**src/rtl/onchip_mem_copy_master.sv**
```systemverilog
// Avalon-MM initiator performing block fill and forward block copy on the on-chip RAM.
// One command at a time; single-word, non-pipelined transfers with fixed read latency.
module onchip_mem_copy_master #(
    parameter int unsigned ADDR_W       = 14,
    parameter int unsigned DATA_W       = 16,
    parameter int unsigned BE_W         = 2,
    parameter int unsigned READ_LATENCY = 1
) (
    input  logic              clk,
    input  logic              reset_n,
    input  logic              cmd_valid,
    output logic              cmd_ready,
    input  logic              cmd_fill,
    input  logic [ADDR_W-1:0] cmd_src,
    input  logic [ADDR_W-1:0] cmd_dst,
    input  logic [ADDR_W:0]   cmd_len,
    input  logic [DATA_W-1:0] cmd_pattern,
    output logic              busy,
    output logic              done,
    output logic [ADDR_W-1:0] m_address,
    output logic              m_chipselect,
    output logic              m_read,
    output logic              m_write,
    output logic [BE_W-1:0]   m_byteenable,
    output logic [DATA_W-1:0] m_writedata,
    input  logic [DATA_W-1:0] m_readdata,
    input  logic              m_waitrequest
);
    localparam int unsigned LEN_W = ADDR_W + 1;
    localparam int unsigned LAT_W = 2;

    typedef enum logic [2:0] {ST_IDLE, ST_RD, ST_LAT, ST_WR, ST_DONE} state_e;

    state_e              state_q, state_d;
    logic [ADDR_W-1:0]   src_q, src_d, dst_q, dst_d;
    logic [LEN_W-1:0]    rem_q, rem_d;
    logic                fill_q, fill_d;
    logic [DATA_W-1:0]   pat_q, pat_d, data_q, data_d;
    logic [LAT_W-1:0]    lat_q, lat_d;

    logic                cmd_ready_q, cmd_ready_d;
    logic                busy_q, busy_d;
    logic                done_q, done_d;
    logic                rd_q, rd_d;
    logic                wr_q, wr_d;
    logic                cs_q, cs_d;
    logic [ADDR_W-1:0]   addr_q, addr_d;
    logic [DATA_W-1:0]   wdata_q, wdata_d;

    // State, datapath and registered bus outputs
    always_ff @(posedge clk or negedge reset_n) begin
        if (!reset_n) begin
            state_q     <= ST_IDLE;
            src_q       <= '0;
            dst_q       <= '0;
            rem_q       <= '0;
            fill_q      <= 1'b0;
            pat_q       <= '0;
            data_q      <= '0;
            lat_q       <= '0;
            cmd_ready_q <= 1'b1;
            busy_q      <= 1'b0;
            done_q      <= 1'b0;
            rd_q        <= 1'b0;
            wr_q        <= 1'b0;
            cs_q        <= 1'b0;
            addr_q      <= '0;
            wdata_q     <= '0;
        end else begin
            state_q     <= state_d;
            src_q       <= src_d;
            dst_q       <= dst_d;
            rem_q       <= rem_d;
            fill_q      <= fill_d;
            pat_q       <= pat_d;
            data_q      <= data_d;
            lat_q       <= lat_d;
            cmd_ready_q <= cmd_ready_d;
            busy_q      <= busy_d;
            done_q      <= done_d;
            rd_q        <= rd_d;
            wr_q        <= wr_d;
            cs_q        <= cs_d;
            addr_q      <= addr_d;
            wdata_q     <= wdata_d;
        end
    end

    // Next-state and datapath update
    always_comb begin
        state_d = state_q;
        src_d   = src_q;
        dst_d   = dst_q;
        rem_d   = rem_q;
        fill_d  = fill_q;
        pat_d   = pat_q;
        data_d  = data_q;
        lat_d   = lat_q;
        case (state_q)
            ST_IDLE: begin
                if (cmd_valid) begin
                    src_d  = cmd_src;
                    dst_d  = cmd_dst;
                    rem_d  = cmd_len;
                    fill_d = cmd_fill;
                    pat_d  = cmd_pattern;
                    if (cmd_len == '0)  state_d = ST_DONE;
                    else if (cmd_fill)  state_d = ST_WR;
                    else                state_d = ST_RD;
                end
            end
            ST_RD: begin
                if (!m_waitrequest) begin
                    state_d = ST_LAT;
                    lat_d   = LAT_W'(READ_LATENCY);
                end
            end
            ST_LAT: begin
                lat_d = lat_q - LAT_W'(1);
                if (lat_q == LAT_W'(1)) begin
                    data_d  = m_readdata;
                    state_d = ST_WR;
                end
            end
            ST_WR: begin
                if (!m_waitrequest) begin
                    src_d = src_q + ADDR_W'(1);
                    dst_d = dst_q + ADDR_W'(1);
                    rem_d = rem_q - LEN_W'(1);
                    if (rem_q == LEN_W'(1)) state_d = ST_DONE;
                    else if (fill_q)        state_d = ST_WR;
                    else                    state_d = ST_RD;
                end
            end
            ST_DONE: state_d = ST_IDLE;
            default: state_d = ST_IDLE;
        endcase
    end

    // Outputs decoded from the next state so they are registered with it
    always_comb begin
        cmd_ready_d = (state_d == ST_IDLE);
        busy_d      = (state_d != ST_IDLE);
        done_d      = (state_d == ST_DONE);
        rd_d        = (state_d == ST_RD);
        wr_d        = (state_d == ST_WR);
        cs_d        = rd_d | wr_d;
        addr_d      = addr_q;
        wdata_d     = wdata_q;
        if (rd_d) begin
            addr_d = src_d;
        end else if (wr_d) begin
            addr_d  = dst_d;
            wdata_d = fill_d ? pat_d : data_d;
        end
    end

    assign cmd_ready    = cmd_ready_q;
    assign busy         = busy_q;
    assign done         = done_q;
    assign m_read       = rd_q;
    assign m_write      = wr_q;
    assign m_chipselect = cs_q;
    assign m_address    = addr_q;
    assign m_writedata  = wdata_q;
    assign m_byteenable = '1;

endmodule

```
**config.mk**
```make
export PLATFORM = sky130hd
export DESIGN_NAME = onchip_mem_copy_master
export DESIGN_NICKNAME = d
export VERILOG_FILES = /design/src/rtl/onchip_mem_copy_master.sv
export SDC_FILE = /design/constraint.sdc
export NUM_CORES = 1
export LEC_CHECK = 0
export ABC_AREA = 0
export CELL_PAD_IN_SITES_DETAIL_PLACEMENT = 1
export CELL_PAD_IN_SITES_GLOBAL_PLACEMENT = 1
export CORE_MARGIN = 5
export CORE_UTILIZATION = 28
export DETAILED_ROUTE_END_ITERATION = 6
export MAX_ROUTING_LAYER = met4
export PLACE_DENSITY = 0.65
export SYNTH_ARGS = -nofsm -noshare
export SYNTH_HDL_FRONTEND = slang
export SYNTH_SLANG_ARGS = --single-unit
```
**constraint.sdc**
```tcl
create_clock -name clk -period 6.2 [get_ports clk]
set_input_delay 0.93 -clock clk [delete_from_list [all_inputs] [get_ports clk]]
set_output_delay 0.93 -clock clk [all_outputs]
set_load 0.1 [all_outputs]
```
After elaboration in Yosys (flattened, before gate mapping) --
Cells that the tools add are included.
Operators by class: add/subtract/negate cells 4, bitwise operators 2, equality and inequality tests 11, multiplexer cells 29, reduce and logical (&&, ||, !) cells 10
Operators with widths (number):
- two-way mux 14 bit | 6
- two-way mux 16 bit | 5
- one-hot mux 14 bit (2 select lines) | 2
- two-way mux 15 bit | 2
- one-hot mux 15 bit (2 select lines) | 1
- adder 14 x 1 -> 14 bit, second input constant | 2
- two-way mux 3 bit | 6
- == test 15 x 1 -> 1 bit, second input constant | 1
- logical NOT 15 bit | 1
- subtractor 15 x 1 -> 15 bit, second input constant | 1
- one-hot mux 3 bit (4 select lines) | 1
- == test 3 x 2 -> 1 bit, second input constant | 3
- == test 3 x 1 -> 1 bit, second input constant | 2
- logical NOT 3 bit | 2
- two-way mux 2 bit | 3
- != test 2 bit, second input constant | 3
- nonzero test 2 bit | 3
- one-hot mux 2 bit (2 select lines) | 1
- AND reduction 2 bit | 2
- == test 3 bit, second input constant | 1
- AND reduction 3 bit | 1
- nonzero test 3 bit | 1
- == test 2 x 1 -> 1 bit, second input constant | 1
- two-way mux 1 bit | 2
- other kinds (3) | 3
Word-level totals: output and inout bits 38, flip-flop bits (word level) 117, bits of input ports 80, logic and storage cells 72

Depth between registers and ports, before layout --
depth after elaboration 7, mapped depth 10, gate-level depth less buffers 9

Worst setup path after synthesis --
Ideal clock, no wire load.
path kind in2reg, start point input cmd_valid, end point register wdata_q[6], in the netlist m_writedata[6], arrival 2.464 ns, path buffers 2, data required time 6.069 ns, setup slack 3.604 ns, setup time 0.131 ns, stages on the path 7, cell sequence nor4b_1 buf_2 mux2i_1 clkbuf_1 a21oi_1 a21oi_1 o21ai_0
On the way: cells in the longest elaborated chain, start to end 5, elaborated cells between the ends (all ways) 11, those cells by class 2 x eq/ne; 7 x mux; 1 x bitwise; 1 x reduce/logical
Ends and longest elaborated chain:
- start, declared | line 11 | input logic cmd_valid,
- two-way mux 3 bit | line 101 | if (cmd_valid) begin
- one-hot mux 3 bit (4 select lines) | line 99 | case (state_q)
- == test 3 x 1 -> 1 bit | line 145 | rd_d = (state_d == ST_RD);
- inverter 1 bit (no line)
- AND reduction 2 bit (no line)
- end signal, assigned | line 85 | wdata_q <= wdata_d;
- end, declared | line 48 | logic [DATA_W-1:0] wdata_q, wdata_d;
Parallel ways exist; a longest one is shown, timed or not. A chain may end at the register's enable or synchronous reset.

Worst setup path in the final report --
start point input cmd_valid, end point register wdata_q[1], in the netlist m_writedata[1]
The elaborated chain is that of the path after synthesis.

==> metrics.txt <==
Post-synth ARST share 1.000; initial antenna violation count 0; most common cell after layout, fill and taps aside dfrtp_1; grt total ovfl 0; Worst Hold Launch pat_q[6]; CTS clk-pin slew, worst paths 0.06 ns; TritonRoute pass-1 iters 4; final net count 803; Worst R2R Path Depth 7; Final min period 3.818 ns; relative slew slack 0.2974; die area 23620 µm²; Worst Max-Slew Pin Slew 1.051 ns; Worst Setup Start Kind input port; Synth cell types 62; post-synth top area share 0.5021; Starting DRT DRC Count 269; Hold EP pat_q[6]; dominant cell type by area after synthesis dfrtp_1; Post-Syn Instances 611; Synth Area in XOR/XNOR 0.004544; Final period util 0.6158; layout cell share with drive strength beyond 1 0.09576; R2R Path Start state_q[1]; Worst setup EP type register; post-synthesis simple-gate area fraction 0.1874; Max Cap Violations 0; Root Buffer clkbuf_16; Detailed Place HPWL 13380 µm; final setup violation count 0; VDD IR-drop max 0.0004229 V; number of enable flip-flop cells after synthesis 0; adder-cell share of the synthesized area 0.01082; CTS tree done; GPL Wtd Cong 0.7965; All-Layer GR Usage 0.1666; Pleak 3.159 nW; number of synthesized register bits 117; sequential fraction of the synthesis area 0.5066; area growth from synthesis to layout 33.78%; vias in the first global route 5638; CORE AREA 20300 µm²; final antenna-violating net count 0; routed wire length 18980 µm; Setup TNS 0 ns; Initial Util 0.2848; crit path max fanout 49; Hold Path Depth 2; P_int 0.002435 W; main combinational cell family by area after synthesis compound AO/OA/AOI/OAI gates; mux cell area share after synthesis 0.05886; NetSw 0.002415 W; largest net degree at the start of global routing 63; Die X 153.7 µm; worst hold path class reg2reg; Fin Hold WS 0.4681 ns; kind of critical path in2reg; dominant cells by area after synthesis dfrtp_1 (50%), nand2_1 (5.9%), a21oi_1 (5.8%), o21ai_0 (5.0%), mux2_2 (3.1%); final hold vios 0; PD cells 627.0 nW/µm²; drt drc 0; Port-buffer cells 115; Synth Area in Compound Gates 0.1941; commonest cells after routing, fill and taps aside dfrtp_1 (116), clkdlybuf4s50_1 (114), nand2_1 (91), a21oi_1 (67), o21ai_0 (58); post-CTS sizing 0; io pins 118; RSZ-0062 raised after global routing false; reg-to-reg endpoint m_writedata[1]; critical path data arrival time 4.13 ns; share of total power in sequential cells 0.289; outcome finished clean; Post-CTS Repair Setup Buffers 0; Clock power frac 0.190; most used flip-flop cell after synthesis dfrtp_1; Critical Path RT 6.51 ns; synth warn 0; # H-tree levels 4; global-route wire length before repair 30650 µm; CTS buffer count 17; fmax 0.2619 GHz; worst skew pair latency 0.41 ns; die span in y 153.7 µm; clk buf depth 2; clk_skew 0.01190 ns; syn avg cell area 9.463 µm²; ANT cells 0; R2R setup slack 2.73 ns; DR vias 5175; CTS Hold Bufs 0; clock sink count 117; WL per Instance 18.96 µm; combinational power share 0.521; Slew Limit Fails 0; post-DR vias/cell 5.170; Fillers 2339; Post-Synthesis Cell Area 5782 µm²; Cell Rows 52; Sw Share 0.4979
==> metrics by stage <==
| step | utilization | power, W | std cells | cell area, µm² | setup WS [ns] |
|---|---|---|---|---|---|
| after floorplan | - | 0.003225 | 612 | 5786 | 3.604 |
| after global routing | 0.3810 | 0.005164 | 1001 | 7735 | 2.070 |
| after CTS | 0.3810 | 0.004908 | 1001 | 7735 | 2.338 |
| after global placement | 0.3536 | 0.003851 | 969 | 7178 | 2.125 |
| final | 0.3810 | 0.004850 | 1001 | 7735 | 2.382 |
| after detailed placement | 0.3536 | 0.003949 | 969 | 7178 | 1.928 |
==> worst max path at each step <==
stage / startpoint / end / cells past startpoint
after floorplan: cmd_valid / m_writedata[6] / 7
after global placement: cmd_valid / m_writedata[7] / 8
after detailed placement: cmd_valid / m_writedata[2] / 8
after CTS: cmd_valid / m_writedata[1] / 8
after global routing: cmd_valid / m_writedata[1] / 8
final: cmd_valid / m_writedata[1] / 8
==> sequential cells by signal (all words and copies together), names as in the netlist <==
signal and count:
lat_q 2, busy 1, m_read 1, state_q 3, m_address 14, done 1
cmd_ready 1, dst_q 14, fill_q 1, src_q 14, data_q 16, m_chipselect 1
m_writedata 16, pat_q 16, rem_q 15, m_write 1
==> critical path: stages <==
cell             delay, ns
clkdlybuf4s50_1       0.46
nor4b_2               0.19
buf_4                 0.54
a21oi_1               0.14
o21a_1                0.38
inv_1                 0.70
or2b_2                0.50
o21ai_0               0.26
==> per-layer routing <==
| layer | vias to the layer above | GRT usage | part of all wire |
|---|---|---|---|
| met4 | 0 | 0.04163 | 0.011 |
| met3 | 20 | 0.03766 | 0.045 |
| met5 | - | - | 0 |
| met2 | 136 | 0.2647 | 0.47 |
| met1 | 2592 | 0.2171 | 0.47 |
| li1 | 2427 | - | - |
==> kinds of logic after synthesis <==
logic type / after synthesis
flops: 117
buf+inv: 46
other cells: 1
xor+xnor: 3
compound gates: 185
mux: 32
simple gates: 222
fa+ha+maj: 5
==> power groups by stage <==
stage	Combinational (W)	Clock (W)	Sequential, W
6_report	0.00253	0.000921	0.00140
5_1_grt	0.00272	0.000989	0.00145
4_1_cts	0.00255	0.000950	0.00140
3_5_place_dp	0.00254	0	0.00141
3_3_place_gp	0.00246	0	0.00139
2_1_floorplan	0.00118	0	0.00205
==> synth_stat cells (4+ instances only) <==
cell type and count:
o21ai_1 5, a21oi_1 67, o311ai_0 8, nand2_1 91
o211ai_1 7, nor2_1 48, clkbuf_1 19, nor4_1 10
dfrtp_1 116, and3_1 5, nand4_1 5, nand4b_1 4
inv_1 9, mux2i_1 16, buf_1 4, mux2_2 16
a221o_1 10, buf_2 8, nand3b_1 4, nor3_1 11
ha_1 5, a22oi_1 8, nand3_1 14, and2_1 5
o21ai_0 58
==> layout make-up <==
| cell class | count | area (µm²) | share of cell area |
|---|---|---|---|
| Sequential cell | 117 | 2929 | 0.3787 |
| Inverter | 9 | 33.78 | 0.004368 |
| Tap cell | 270 | 337.8 | 0.04368 |
| Clock buffer | 18 | 429.2 | 0.05548 |
| Timing Repair Buffer | 124 | 1216 | 0.1572 |
| Multi-Input combinational cell | 449 | 2661 | 0.3441 |
| Clock inverter | 14 | 127.6 | 0.01650 |
(Power assumes the default switching activity.)
